--- src/rtl/vxe_fifo_wr_arb.sv ---
// Round-robin arbiter giving NREQ requesters bursts of up to BURST_LEN writes into one shared FIFO.
// One IDLE decision cycle per grant; fifo_full stalls the granted requester in place (req_ready low).
module vxe_fifo_wr_arb #(
  parameter int DATA_WIDTH = 32,
  parameter int NREQ       = 4,
  parameter int BURST_LEN  = 4
) (
  input  logic                       clk,
  input  logic                       srst,
  input  logic [NREQ-1:0]            req_valid,
  input  logic [NREQ*DATA_WIDTH-1:0] req_data,
  output logic [NREQ-1:0]            req_ready,
  input  logic                       fifo_full,
  output logic                       fifo_wr,
  output logic [DATA_WIDTH-1:0]      fifo_data,
  output logic [2:0]                 fifo_src,
  output logic                       busy
);

  localparam int IW = (NREQ > 1) ? $clog2(NREQ) : 1;
  localparam int CW = 4;

  typedef enum logic {IDLE, GRANT} state_e;

  state_e          state_q;
  logic [IW-1:0]   gnt_q;
  logic [IW-1:0]   last_q;
  logic [CW-1:0]   cnt_q;
  logic [IW-1:0]   gnt_d;
  logic            pick_vld;
  logic [IW-1:0]   idx_c;
  int              sum_c;

  // Walk from farthest to nearest so the first valid index after last_q wins.
  always_comb begin
    gnt_d    = '0;
    pick_vld = 1'b0;
    idx_c    = '0;
    sum_c    = 0;
    for (int k = NREQ; k >= 1; k--) begin
      sum_c = int'(last_q) + k;
      if (sum_c >= NREQ) sum_c = sum_c - NREQ;
      idx_c = IW'(sum_c);
      if (req_valid[idx_c]) begin
        gnt_d    = idx_c;
        pick_vld = 1'b1;
      end
    end
  end

  assign busy = (state_q == GRANT);

  always_comb begin
    req_ready = '0;
    if (busy) req_ready[gnt_q] = !fifo_full;
  end

  assign fifo_wr   = req_valid[gnt_q] & req_ready[gnt_q];
  assign fifo_data = req_data[int'(gnt_q)*DATA_WIDTH +: DATA_WIDTH];
  assign fifo_src  = 3'(gnt_q);

  always_ff @(posedge clk) begin
    if (srst) begin
      state_q <= IDLE;
      gnt_q   <= '0;
      cnt_q   <= '0;
      last_q  <= IW'(NREQ-1);
    end else begin
      case (state_q)
        IDLE: begin
          if (pick_vld) begin
            gnt_q   <= gnt_d;
            cnt_q   <= '0;
            state_q <= GRANT;
          end
        end
        GRANT: begin
          if (!req_valid[gnt_q]) begin
            last_q  <= gnt_q;
            state_q <= IDLE;
          end else if (fifo_wr) begin
            cnt_q <= cnt_q + CW'(1);
            if (cnt_q == CW'(BURST_LEN-1)) begin
              last_q  <= gnt_q;
              state_q <= IDLE;
            end
          end
        end
        default: state_q <= IDLE;
      endcase
    end
  end

endmodule

--- config.mk ---
export PLATFORM = sky130hd
export DESIGN_NAME = vxe_fifo_wr_arb
export DESIGN_NICKNAME = d
export VERILOG_FILES = /design/src/rtl/vxe_fifo_wr_arb.sv
export SDC_FILE = /design/constraint.sdc
export NUM_CORES = 1
export LEC_CHECK = 0
export ABC_AREA = 1
export CAP_MARGIN = 15
export CORE_MARGIN = 3
export CORE_UTILIZATION = 28
export DETAILED_ROUTE_END_ITERATION = 6
export GPL_ROUTABILITY_DRIVEN = 0
export PLACE_DENSITY = 0.87
export SKIP_LAST_GASP = 1
export SYNTH_ARGS = -nofsm -noshare
export SYNTH_HDL_FRONTEND = slang
export SYNTH_SLANG_ARGS = --single-unit
--- constraint.sdc ---
create_clock -name clk -period 3.8 [get_ports clk]
set_input_delay 0.57 -clock clk [delete_from_list [all_inputs] [get_ports clk]]
set_output_delay 0.57 -clock clk [all_outputs]
set_load 0.005 [all_outputs]
## Yosys cells after proc, flatten, opt, wreduce, memory -nomap -nowiden

Index checks and enable logic that the tools add are counted.

| storage, ports and cells | value |
|---|---|
| register bits | 9 |
| input bits | 135 |

| operators by class | value |
|---|---|
| equal/unequal tests | 6 |
| shift-type cells | 1 |
| order comparisons | 10 |
| bitwise logic cells | 3 |
| add/subtract/negate cells | 9 |
| reductions and logical operators | 5 |
| muxes and demuxes | 39 |

Operators with widths:

| kind | number |
|---|---|
| variable part select 128 x 8 -> 32 bit | 1 |
| two-way mux 2 bit | 11 |
| two-way mux 4 bit | 4 |
| less-than comparator 2 x 3 -> 1 bit, second input constant | 5 |
| two-way mux 1 bit | 15 |
| binary-select mux 1 bit (select 2 bit) | 6 |
| greater-or-equal comparator 3 bit, second input constant | 3 |
| one-hot mux 4 bit (2 select lines) | 1 |
| subtractor 2 x 1 -> 2 bit, second input constant | 4 |
| adder 2 x 2 -> 3 bit, second input constant | 2 |
| inequality test 2 bit, second input constant | 3 |
| AND reduction 3 bit | 2 |
| adder 2 x 3 -> 4 bit, second input constant | 1 |
| adder 4 x 1 -> 4 bit, second input constant | 1 |
| bitwise AND 4 bit | 1 |
| == test 4 x 2 -> 1 bit, second input constant | 1 |
| greater-or-equal comparator 4 x 3 -> 1 bit, second input constant | 1 |
| inequality test 2 x 1 -> 1 bit, second input constant | 2 |
| adder 2 x 1 -> 3 bit, second input constant | 1 |
| demux 1 bit (select 2 bit) | 1 |
| greater-or-equal comparator 2 x 1 -> 1 bit, second input constant | 1 |
| one-hot mux 1 bit (2 select lines) | 1 |
| AND reduction 2 bit | 1 |
| bitwise AND 1 bit | 1 |
| other kinds (3) | 3 |

## Depth between registers and ports, before layout

Gate-level depths: netlist (run 1).

| depth | value |
|---|---|
| depth after elaboration | 12 |
| mapped depth | 12 |

## Worst setup path before layout (run 1)

OpenSTA, ideal clock, no wires.

| timing path | value |
|---|---|
| path kind | reg2out |
| from | register gnt_q[0] |
| to | output fifo_data[0] |
| data required time | 3.230 ns |
| setup slack | 2.052 ns |
| arrival | 1.178 ns |
| path buffers | 2 |
| stages on the path, launching flop included | 7 |
| cell sequence | dfxtp_1 buf_2 nand2_1 inv_1 buf_1 a22oi_1 nand2_1 |

| on the way | value |
|---|---|
| word-level cells in the longest chain between the ends | 1 |

Ends and longest elaborated chain:

| element | line | source |
|---|---|---|
| from (decl) | 26 | `logic [IW-1:0] gnt_q;` |
| from (signal assigned) | 72 | `gnt_q <= gnt_d;` |
| variable part select 128 x 8 -> 32 bit | 59 | `assign fifo_data = req_data[int'(gnt_q)*DATA_WIDTH +: DATA_WIDTH];` |
| to (decl) | 15 | `output logic [DATA_WIDTH-1:0] fifo_data,` |

No other way between the ends.

## Worst setup path after layout (run 1)

| timing path | value |
|---|---|
| from | register gnt_q[0] |
| to | output fifo_data[25] |

The elaborated chain is that of the path after synthesis.

==> results.json, run 1 <==
{
  "outcome": "finished clean",
  "pwr-share-comb_pct": 80.8,
  "grt_max_degree": 34,
  "most-common-layout-cells": "174 x clkdlybuf4s50_1, 84 x nand2_1, 54 x a22oi_1, 21 x nand3_1, 17 x inv_1",
  "clk_latency_ps": 240,
  "powerDensity_nw_per_um2": 436,
  "hp-class": "reg -> reg",
  "synth_area_leaders": "a22oi_1 29%, nand2_1 23%, dfxtp_1 13%",
  "synth-edff-count": 0,
  "synthesis.nets": 381,
  "ctsResizeCount": 0,
  "rows": 24,
  "antenna_found_initial": 0,
  "htree_levels": 1,
  "cp-start-kind": "flip-flop",
  "final_common_cell": "clkdlybuf4s50_1",
  "slew_headroom_pct": 61.0,
  "period_needed_ps": 2930,
  "p_seq_share_pct": 11.0,
  "hold_viol": 0,
  "hpwlAfterDp_um": 6250,
  "fillers": 396,
  "final_util_pct": 70.7,
  "portBuffers": 174,
  "crit_type": "reg -> out",
  "avgRoutedWirePerCell_um": 15.7,
  "io_pins": 176,
  "cpMostUsedCell": "nand2_1",
  "syn_avg_cell_area_sq_um": 5.64,
  "num_vias": 2385,
  "core_sq_um": 4560,
  "critPathCaptureType": "output pin",
  "routed_via_density": 4.98,
  "cts_sinks": 9,
  "synth_cells": 245,
  "setup_viol": 0,
  "drcViolationCount": 0,
  "clock_power_share_pct": 8.2,
  "routed_wl_um": 7540,
  "period_share_pct": 77.1,
  "first_iter_violations": 97,
  "worst-path-stages": 6,
  "place_ws_ps": 1090,
  "cell_internal_pwr_w": 0.000823,
  "cts_root_buf": "clkbuf_8",
  "vdd_drop_max_mv": 0.224,
  "cts_made_buffers": 3,
  "start_util_pct": 30.3,
  "max_slew.worst_pin.slew_ps": 585,
  "crit_slowest_cell": "clkdlybuf4s50_1",
  "slowest_delay_ps": 520,
  "power.switching_w": 0.000583,
  "maxCapViolations": 0,
  "rsz0062_at_grt": "false",
  "finalClockSkew_ps": 5.20,
  "ys_ff_latch": 9,
  "n_antenna_cell": 0,
  "overflow": 0,
  "grtUsageTotal_pct": 24.5,
  "die_x_um": 76.3,
  "ant_nets": 0,
  "post_cts_buffers": 0,
  "r2r_cells": 9,
  "die_area_sq_um": 5820,
  "ctsHoldBuffers": 0,
  "nets": 551,
  "fin_ws_ps": 871,
  "slew_violations": 0,
  "ys_types": 28,
  "cts_tree": "built",
  "synth_top_area_cell": "a22oi_1",
  "critPathMaxFanout": 18,
  "p_leak_nw": 1.38,
  "synth-warning-count": 0,
  "fmax_mhz": 341,
  "yosysSeqAreaShare_pct": 13.0,
  "drive_gt1_share_pct": 5.56,
  "syn_area_sq_um": 1380,
  "dr.pass1.iters": 4,
  "path_cells": "nand2_1 > inv_1 > buf_4 > a22oi_1 > nand2_1 > clkdlybuf4s50_1",
  "worstPathBufferInverterCount": 3,
  "finalSetupTns_ps": 0,
  "clk_pin_slew_ps": 50,
  "grt_pass1_wl_um": 11700,
  "crit_arrival_ps": 2360,
  "first_global_vias": 2381,
  "dieHeight_um": 76.3,
  "hold_path_depth": 2,
  "ys.flop_type": "dfxtp_1",
  "synth-async-reset-ratio_pct": 0,
  "critPathTopFamily": "buffers and inverters",
  "swShare_pct": 41.5,
  "cp.required_ps": 3230,
  "clk_path_buf_depth": 2,
  "area_growth_pct": 133,
  "yosysTopAreaCellShare_pct": 29.3
}
-- tightest hold or removal path: cells and delay by family (launching register included) --
| kind | cells | cell delay [ps] |
|---|---|---|
| AND/OR/NAND/NOR | 1 | 90 |
| AO/OA/AOI/OAI | 1 | 50 |
| flip-flops | 1 | 320 |
-- state kept, by name, summed over array words and instances, names as in the netlist --
name / flops
gnt_q: 2
cnt_q: 4
busy: 1
last_q: 2
-- path summary, 6_finish.rpt --
check	start	end	slack, ps
worst max-delay path	gnt_q[0]$_SDFFE_PP0P_	fifo_data[25]	870
worst min-delay path	cnt_q[1]$_SDFFE_PP0P_	cnt_q[1]$_SDFFE_PP0P_	510
worst max register to register	gnt_q[1]$_SDFFE_PP0P_	last_q[0]$_SDFFE_PP1P_	1960
worst min register to register	cnt_q[1]$_SDFFE_PP0P_	cnt_q[1]$_SDFFE_PP0P_	510
-- final cells by class --
cell class,instances,area [sq um],area share (%)
Timing Repair Buffer,180,1790,55.4
Multi-Input combinational cell,200,1050,32.6
Sequential cell,9,180,5.58
Inverter,21,82.6,2.56
Tap cell,65,81.3,2.52
Clock buffer,4,45.0,1.40
-- logic make-up after synthesis --
family	count (synthesis)	share of synthesized area [%]
AO/OA/AOI/OAI	63	32.7
adder cells (fa/ha/maj)	1	0.905
XOR/XNOR	2	1.27
buffers and inverters	36	11.0
other	1	0.271
AND/OR/NAND/NOR	133	40.9
flip-flops	9	13.0
-- metal layers --
metal,track usage [%],share of wire (%),vias up
met5,0,0,-
met3,8.98,9.7,15
met4,6.70,2.0,0
met1,25.1,36,1056
met2,46.2,52,129
li1,-,-,1185
-- power groups by stage --
stage | logic (W) | clock network (W) | registers [W]
6_report | 0.00114 | 0.000115 | 0.000155
2_1_floorplan | 0.000529 | 0 | 0.000137
3_5_place_dp | 0.00114 | 0 | 0.000156
5_1_grt | 0.00125 | 0.000118 | 0.000160
3_3_place_gp | 0.00112 | 0 | 0.000153
4_1_cts | 0.00115 | 0.000114 | 0.000154
-- through the flow --
step	std cells	cell area, sq um	total power [W]	hold WS, ps
floorplan	245	1380	0.000665	468
global placement	475	3180	0.00128	492
detailed placement	475	3180	0.00129	511
CTS	479	3230	0.00142	517
global route	479	3230	0.00153	538
finish	479	3230	0.00141	515
-- cell usage after synthesis, types with 3 or more instances --
master	number
a21oi_1	4
a22oi_1	54
clkbuf_1	10
dfxtp_1	9
inv_1	17
nand2_1	84
nand2_2	3
nand3_1	21
nor2_1	13
nor2_2	6
o21ai_0	3
No activity file was read; power rests on OpenSTA's default activity.
==> run 2: changes to the inputs <==
Settings changed: CORE_UTILIZATION 28 to 24, PLACE_DENSITY 0.87 to 0.79.
Clock period 3.8 ns to 2.6 ns, I/O delays scaled along.
==> run 2 against run 1 <==
Design area up 0.89%. Register-to-register slack got worse by 990 ps. Critical endpoint is now fifo_data[11]. Worst setup slack worse by 680 ps. Combinational power rose by 48%. Highest routed layer unchanged.
==> results.json, run 2 (synthesis gave the netlist of run 1 again) <==
{
  "critPathCaptureType": "output pin",
  "period_share_pct": 92.6,
  "cp.required_ps": 2210,
  "maxCapViolations": 0,
  "io_pins": 176,
  "finalSetupTns_ps": 0,
  "reg.largest.list": "cnt_q (4), gnt_q (2), last_q (2)",
  "grt_max_degree": 28,
  "clk_path_buf_depth": 2,
  "vdd_drop_max_mv": 0.445,
  "cts_sinks": 9,
  "hold_viol": 0,
  "outcome": "finished clean",
  "post_cts_buffers": 0,
  "multi_input_area_sq_um": 1050,
  "p_leak_nw": 1.39,
  "cp-start-kind": "flip-flop",
  "clk_pin_slew_ps": 40,
  "crit_arrival_ps": 2020,
  "clk_latency_ps": 230,
  "die_area_sq_um": 6710,
  "rr_startpoint": "last_q[0]$_SDFFE_PP1P_",
  "r2r_cells": 10,
  "hp-class": "reg -> reg",
  "top_register": "cnt_q",
  "cts_root_buf": "clkbuf_8",
  "avgRoutedWirePerCell_um": 14.7,
  "dieHeight_um": 81.9,
  "most-common-layout-cells": "174 x clkdlybuf4s50_1, 84 x nand2_1, 54 x a22oi_1, 21 x nand3_1, 17 x inv_1",
  "final_common_cell": "clkdlybuf4s50_1",
  "routed_via_density": 4.92,
  "setup_viol": 0,
  "seq_area_sq_um": 180,
  "antenna_found_initial": 0,
  "drive_gt1_share_pct": 5.78,
  "fillers": 551,
  "period_needed_ps": 2410,
  "start_util_pct": 25.0,
  "r2r_end": "cnt_q[2]$_SDFFE_PP0P_",
  "finalClockSkew_ps": 1.59,
  "overflow": 0,
  "ant_nets": 0,
  "ctsResizeCount": 0,
  "portBuffers": 174,
  "drcViolationCount": 0,
  "area_growth_pct": 135,
  "ctsHoldBuffers": 0,
  "num_vias": 2396,
  "endpoint": "fifo_data[11]",
  "n_antenna_cell": 0,
  "rsz0062_at_grt": "false",
  "die_x_um": 81.9,
  "critPathLaunch": "gnt_q[0]$_SDFFE_PP0P_",
  "hpwlAfterDp_um": 5960,
  "first_iter_violations": 117,
  "r2r_slack_ps": 970,
  "powerDensity_nw_per_um2": 637,
  "slew_violations": 0,
  "core_sq_um": 5540,
  "cts_made_buffers": 3,
  "grtUsageTotal_pct": 19.4,
  "critPathMaxFanout": 27,
  "first_global_vias": 2263,
  "htree_levels": 1,
  "crit_type": "reg -> out",
  "fmax_mhz": 415,
  "final_util_pct": 58.8,
  "nets": 552,
  "dr.pass1.iters": 4,
  "grt_pass1_wl_um": 10300,
  "routed_wl_um": 7170,
  "largest_reg_flops": 4,
  "rows": 27,
  "cts_tree": "built"
}
-- run 2: cell types whose count changed in the layout (fill, tap and decap cells not counted), sizes merged --
cell and change:
buf +1
-- run 2: where the power goes --
| part | internal, W | switching, W | leakage (nW) |
|---|---|---|---|
| Clock | 0.000107 | 0.0000529 | 0.0228 |
| Sequential | 0.000170 | 0.0000560 | 0.0741 |
| Combinational | 0.000950 | 0.000737 | 1.29 |
| Total | 0.00123 | 0.000846 | 1.39 |
-- run 2: per-stage QoR --
stage / std cells / setup WS, ps / cell area (sq um) / total power (W) / hold slack (ps)
global route: 487 / 32.4 / 3260 / 0.00226 / 552
detailed placement: 483 / 251 / 3210 / 0.00191 / 518
CTS: 487 / 186 / 3260 / 0.00209 / 523
finish: 487 / 193 / 3260 / 0.00207 / 536
floorplan: 245 / 1030 / 1380 / 0.000973 / 459
global placement: 483 / 268 / 3210 / 0.00189 / 503
-- run 2: how the worst min path moves through the flow --
stage	end	start	cells after the start	slack [ps]
final	cnt_q[1]$_SDFFE_PP0P_	cnt_q[1]$_SDFFE_PP0P_	2	540
after global routing	cnt_q[1]$_SDFFE_PP0P_	cnt_q[1]$_SDFFE_PP0P_	2	550
after CTS	cnt_q[1]$_SDFFE_PP0P_	cnt_q[1]$_SDFFE_PP0P_	2	520
after detailed placement	cnt_q[1]$_SDFFE_PP0P_	cnt_q[1]$_SDFFE_PP0P_	2	520
after global placement	cnt_q[1]$_SDFFE_PP0P_	cnt_q[1]$_SDFFE_PP0P_	2	500
after floorplan	cnt_q[1]$_SDFFE_PP0P_	srst	1	460
-- run 2: critical path, cell delays in order, from the launching register on --
cell and delay, ps:
dfxtp_1 490, nand2_1 170, inv_1 220, buf_12 210, a22oi_1 100, nand2_1 90
clkdlybuf4s50_1 490
-- run 2: final cells by class --
cell class,count,share of cell area [%]
inverters,21,2.54
well taps,72,2.77
clock buffers,4,1.38
multi-input cells,200,32.3
repair buffers,181,55.5
flip-flops and latches,9,5.53
-- run 2: metal layers --
| layer | wire [um] | vias up | global-route usage (%) | part of all wire (%) |
|---|---|---|---|---|
| met2 | 3740 | 125 | 34.3 | 52 |
| li1 | - | 1183 | - | - |
| met5 | 0 | - | 0 | 0 |
| met1 | 2570 | 1074 | 22.5 | 36 |
| met4 | 128 | 0 | 4.98 | 1.8 |
| met3 | 733 | 14 | 5.81 | 10 |
